### src/rtl/pang_sft_ctrl.sv
// rtl/pang_sft_ctrl.sv - shift/refill sequencer for the 16-lane byte-shift pipe
// Optional statistics counters are built when PANG_CTRL_STATS_EN is defined.
module pang_sft_ctrl #(
  parameter int PIPE_DEPTH = 5,
  parameter int FILL_BYTES = 8
) (
  input  logic        clk,
  input  logic        reset,
  input  logic        cons_req,
  input  logic [3:0]  cons_len,
  output logic        cons_gnt,
  input  logic        fill_valid,
  output logic        fill_ready,
  input  logic        flush,
  output logic [3:0]  next_sft,
  output logic [4:0]  fill_pos,
  output logic        fill_load,
  output logic [4:0]  level,
  output logic        pipe_valid,
  output logic [3:0]  pipe_len,
`ifdef PANG_CTRL_STATS_EN
  output logic [31:0] stat_bytes,
  output logic [31:0] stat_stall,
`endif
  output logic        busy
);

  localparam logic [4:0] FILL_B5  = 5'(FILL_BYTES);
  localparam logic [4:0] FILL_MAX = 5'(16 - FILL_BYTES);

  typedef enum logic [1:0] {IDLE, RUN, FLUSH, DRAIN} state_t;

  state_t                state;
  logic [PIPE_DEPTH-1:0] vld_sr;
  logic [3:0]            len_sr [PIPE_DEPTH];
  logic [3:0]            flush_amt;
  logic [3:0]            shift_amt;
  logic                  shift_issued;
  logic                  fill_acc;
  logic [4:0]            post;
  logic [4:0]            level_nxt;
  logic                  pipe_empty_nxt;

  always_comb begin
    flush_amt      = (level >= 5'd15) ? 4'd15 : level[3:0];
    cons_gnt       = cons_req && (cons_len != 4'd0) && ({1'b0, cons_len} <= level)
                     && (state == RUN);
    shift_issued   = cons_gnt || ((state == FLUSH) && (flush_amt != 4'd0));
    shift_amt      = cons_gnt ? cons_len : ((state == FLUSH) ? flush_amt : 4'd0);
    post           = level - {1'b0, shift_amt};
    fill_ready     = ((state == IDLE) || (state == RUN)) && (post <= FILL_MAX);
    fill_acc       = fill_valid && fill_ready;
    level_nxt      = post + (fill_acc ? FILL_B5 : 5'd0);
    // Empty after this edge: nothing issued now, nothing waiting to enter or inside the pipe.
    pipe_empty_nxt = !shift_issued && (next_sft == 4'd0)
                     && (vld_sr[PIPE_DEPTH-2:0] == '0);
    busy           = (state != IDLE);
    pipe_valid     = vld_sr[PIPE_DEPTH-1];
    pipe_len       = len_sr[PIPE_DEPTH-1];
  end

  always_ff @(posedge clk or posedge reset) begin
    if (reset) begin
      state     <= IDLE;
      next_sft  <= 4'd0;
      fill_pos  <= 5'd0;
      fill_load <= 1'b0;
      level     <= 5'd0;
      vld_sr    <= '0;
      for (int i = 0; i < PIPE_DEPTH; i++) len_sr[i] <= 4'd0;
    end else begin
      next_sft  <= shift_amt;
      fill_load <= fill_acc;
      if (fill_acc) fill_pos <= post;
      level     <= level_nxt;
      vld_sr    <= {vld_sr[PIPE_DEPTH-2:0], next_sft != 4'd0};
      len_sr[0] <= next_sft;
      for (int i = 1; i < PIPE_DEPTH; i++) len_sr[i] <= len_sr[i-1];
      case (state)
        IDLE:  if (fill_acc) state <= RUN;
        RUN: begin
          if (flush)                                 state <= (level_nxt != 5'd0) ? FLUSH : DRAIN;
          else if (level_nxt == 5'd0 && pipe_empty_nxt) state <= IDLE;
        end
        FLUSH: if (level_nxt == 5'd0) state <= DRAIN;
        DRAIN: if (pipe_empty_nxt)    state <= IDLE;
        default: state <= IDLE;
      endcase
    end
  end

`ifdef PANG_CTRL_STATS_EN
  logic [32:0] bytes_sum;
  logic [32:0] stall_sum;

  always_comb begin
    bytes_sum = {1'b0, stat_bytes} + 33'(cons_len);
    stall_sum = {1'b0, stat_stall} + 33'd1;
  end

  // Only consumer grants count as bytes; flush self-shifts never assert cons_gnt.
  always_ff @(posedge clk or posedge reset) begin
    if (reset) begin
      stat_bytes <= 32'd0;
      stat_stall <= 32'd0;
    end else begin
      if (cons_gnt)
        stat_bytes <= bytes_sum[32] ? 32'hFFFF_FFFF : bytes_sum[31:0];
      if (cons_req && !cons_gnt)
        stat_stall <= stall_sum[32] ? 32'hFFFF_FFFF : stall_sum[31:0];
    end
  end
`endif

endmodule

### config.mk
export PLATFORM = sky130hd
export DESIGN_NAME = pang_sft_ctrl
export DESIGN_NICKNAME = d
export VERILOG_FILES = /design/src/rtl/pang_sft_ctrl.sv
export SDC_FILE = /design/constraint.sdc
export NUM_CORES = 1
export LEC_CHECK = 0
export ABC_AREA = 1
export BUFFER_PORTS_ARGS = -buffer_cell sky130_fd_sc_hd__buf_2
export CAP_MARGIN = 20
export CORE_MARGIN = 1
export CORE_UTILIZATION = 54
export CTS_BUF_LIST = sky130_fd_sc_hd__clkbuf_16
export CTS_CLUSTER_SIZE = 10
export DETAILED_ROUTE_END_ITERATION = 8
export PLACE_DENSITY = 0.81
export SYNTH_ARGS = -nofsm -noshare
export SYNTH_HDL_FRONTEND = slang
export SYNTH_SLANG_ARGS = --single-unit
### constraint.sdc
create_clock -name clk -period 4.21 [get_ports clk]
set_input_delay 0.6315 -clock clk [delete_from_list [all_inputs] [get_ports clk]]
set_output_delay 0.6315 -clock clk [all_outputs]
set_load 0.03 [all_outputs]
==> out/results.ini <==
[run_status]
outcome=complete, no violations

[worst_setup_path]
required_ps=4380
rr_worst_depth=25
slowest_delay_ps=570
worst-setup-path-type=register to register
r2r_end=state[0]
startpoint_type=register
critical_path.top_delay_family=simple AND/OR/NAND/NOR gates
regToRegStartpoint=level[2]
crit_fanout=9
rrSetupSlack_ps=250
cpMaxStageDelayCell=fa_2
worstSetupEndpointType=register
cp_num_buf_inv=3
path_common_cell=nand2_1
critical_path_arrival_ps=4130

[layout]
seq_area_um2=1052
fin_util_pct=70.12
area_growth_pct=20.40
antenna_cells=0
multi_input_area_um2=641.9
nNetsFinal=233
fillerInstances=241
final_layout_size_suffix_gt1_share_pct=30.56

[logic_synthesis]
yosysSeqAreaShare_pct=57.69
synth.distinct_cells=27
synthCells=180
synth_area_leader_cell=dfrtp_1
syn_avg_cell_area_um2=10.12
synth_top_area_share_pct=57.69
synth.area.top_cells=dfrtp_1, nand2_1, inv_1
netlist_area_um2=1822
yosys_warnings=0
synth-seq-cells=42
syn-num-nets=198

[timing]
period_minus_slack_ps=3961
final_max_slew_viol_count=0
hold_viol=0
setup_viol=0
tightest_slew_ps=516.1
relSlewSlack_pct=65.59
fmax_ghz=0.2525
clock_skew_ps=5.911
fin_ws_ps=249.2
finalCritPeriodShare_pct=94.08

[global_route]
grt_use_met1_pct=27.03
grt_util_met3_pct=7.143
met2_usage_pct=34.76
gr-max-usage-layer=met2
antenna_found_initial=0
overflow=0
track_usage_pct=21.63
grt_pass1_wl_um=5430
grt_pass1_vias=1220
grt_start_max_net_pins=43

[clocking]
cts_tree=done
htreeDepth=2
ctsLongestPathBuffers=2
cts.sinks=42
clk_transition_reported_paths_ps=60
root_buffer=clkbuf_16
holdBufCountCts=0
worstSkewPairLatency_ps=280
cts_buffers=5

[routing]
vias=1329
first_iter_violations=62
finalWirelength_um=3361
routedWlPerCell_um=12.93
route.detailed.drc=0
firstDrtPassIters=5
antenna_left=0
post_drt_via_cell_ratio=5.112

[placement]
gp_congestion=0.8508
io_buffers=31
place_hpwl_um=2484
pre_cts_ws_ps=-96.26

[hold_path]
min_path_cells=0
hold_class=register to register
hold-path-endpoint=len_sr[15]
min_from=len_sr[19]

[floorplan]
start_util_pct=58.24
fp-row-count=20
fp.dieH_um=60.08
die_area_um2=3610
die_w_um=60.08
pin_count=32
core_area_um2=3128

[flow_run]
drv_cap=0

-- cells in the final DEF (no fill, tap or decap), drive strengths merged --
cell / instances
clkinv: 1
nor4: 2
bufinv: 1
nor2: 13
o21ai: 6
ha: 8
dfrtp: 42
o22ai: 1
buf: 32
clkbuf: 5
nand2: 47
nand3: 15
inv: 31
a21oi: 3
nor3: 1
nand3b: 2
nand4: 3
fa: 1
o21a: 1
a41oi: 1
-- registers in the layout, indices dropped and copies added, names as in the netlist, named ones only --
register and flops:
vld_sr 5, next_sft 4, pipe_len 4, fill_load 1, level 5, fill_pos 5, len_sr 16, state 1
-- timing repair --
item	4_1_cts	5_1_grt
gates resized for setup	0	8
setup endpoints to repair	0	3
buffers inserted	0	0
hold endpoints to repair	0	0
-- cells in the mapped netlist --
| master | instances |
|---|---|
| a21oi_1 | 1 |
| a21oi_2 | 1 |
| a21oi_4 | 1 |
| a41oi_1 | 1 |
| buf_4 | 4 |
| dfrtp_1 | 42 |
| fa_1 | 1 |
| ha_1 | 8 |
| inv_1 | 27 |
| inv_2 | 3 |
| nand2_1 | 40 |
| nand2_2 | 4 |
| nand2_4 | 3 |
| nand3_1 | 11 |
| nand3_2 | 3 |
| nand3_4 | 1 |
| nand3b_1 | 2 |
| nand4_1 | 3 |
| nor2_1 | 11 |
| nor2_2 | 1 |
| nor2_4 | 1 |
| nor3_1 | 1 |
| nor4_1 | 2 |
| o21a_1 | 1 |
| o21ai_0 | 5 |
| o21ai_2 | 1 |
| o22ai_1 | 1 |
-- metal layers --
metal / vias to the layer above / wire (µm)
met4: 0 / 65
met3: 8 / 182
li1: 631 / -
met2: 46 / 1669
met1: 644 / 1443
met5: - / 0
-- cells by family (layout without fill, tap and decap cells) --
group	Yosys count	count (layout)	synth area share, %
and+or+nand+nor	83	83	23.14
DFF	42	42	57.69
buffers and inverters	34	70	7.830
AOI/OAI and AO/OA	12	12	4.739
adders and majority gates	9	9	6.594
-- worst reg2reg max path, stage by stage, from the launching register on --
cell,delay [ps]
dfrtp_2,420
inv_2,90
ha_1,300
nand2_1,50
inv_1,70
nand3_1,70
nand3_1,80
nand2_2,80
nand2_2,90
o21ai_1,90
ha_1,230
fa_2,570
nand2_1,50
nand3b_1,200
nand2_1,90
nand2_1,80
nor2_4,110
nand2_4,110
inv_2,100
ha_1,250
nor2_2,160
nand3_1,130
a21oi_2,190
nand3_2,90
nand2_1,80
o21ai_2,50
-- worst max-delay path by stage --
stage                      from       end  slack [ps]  cells past startpoint
detailed placement  cons_len[2]  state[0]        -100                     27
floorplan              level[2]  state[0]         130                     29
finish                 level[2]  state[0]         250                     25
global route           level[3]  state[0]         -30                     25
CTS                    level[2]  state[0]          50                     27
global placement    cons_len[2]  state[0]         100                     27
-- through the flow --
step | hold WS (ps) | std cells | setup TNS [ps] | cell area [µm²]
floorplan | 331.2 | 180 | 0 | 1822
global placement | 331.6 | 252 | 0 | 2009
detailed placement | 337.2 | 252 | -168.5 | 2009
CTS | 348.6 | 260 | 0 | 2178
global route | 356.7 | 260 | -45.76 | 2193
finish | 344.5 | 260 | 0 | 2193
-- final cells by class --
type                       count  share of cell area, %
inverter                      30                  5.134
multi-input combinational    104                  29.26
clock buffer                   5                  5.705
clock inverter                 3                  1.997
sequential                    42                  47.98
tap                           44                  2.510
timing repair buffer          32                  7.416
Power is not shown: default switching activity piles up to over one toggle a cycle in this logic, so the estimate is an artifact.
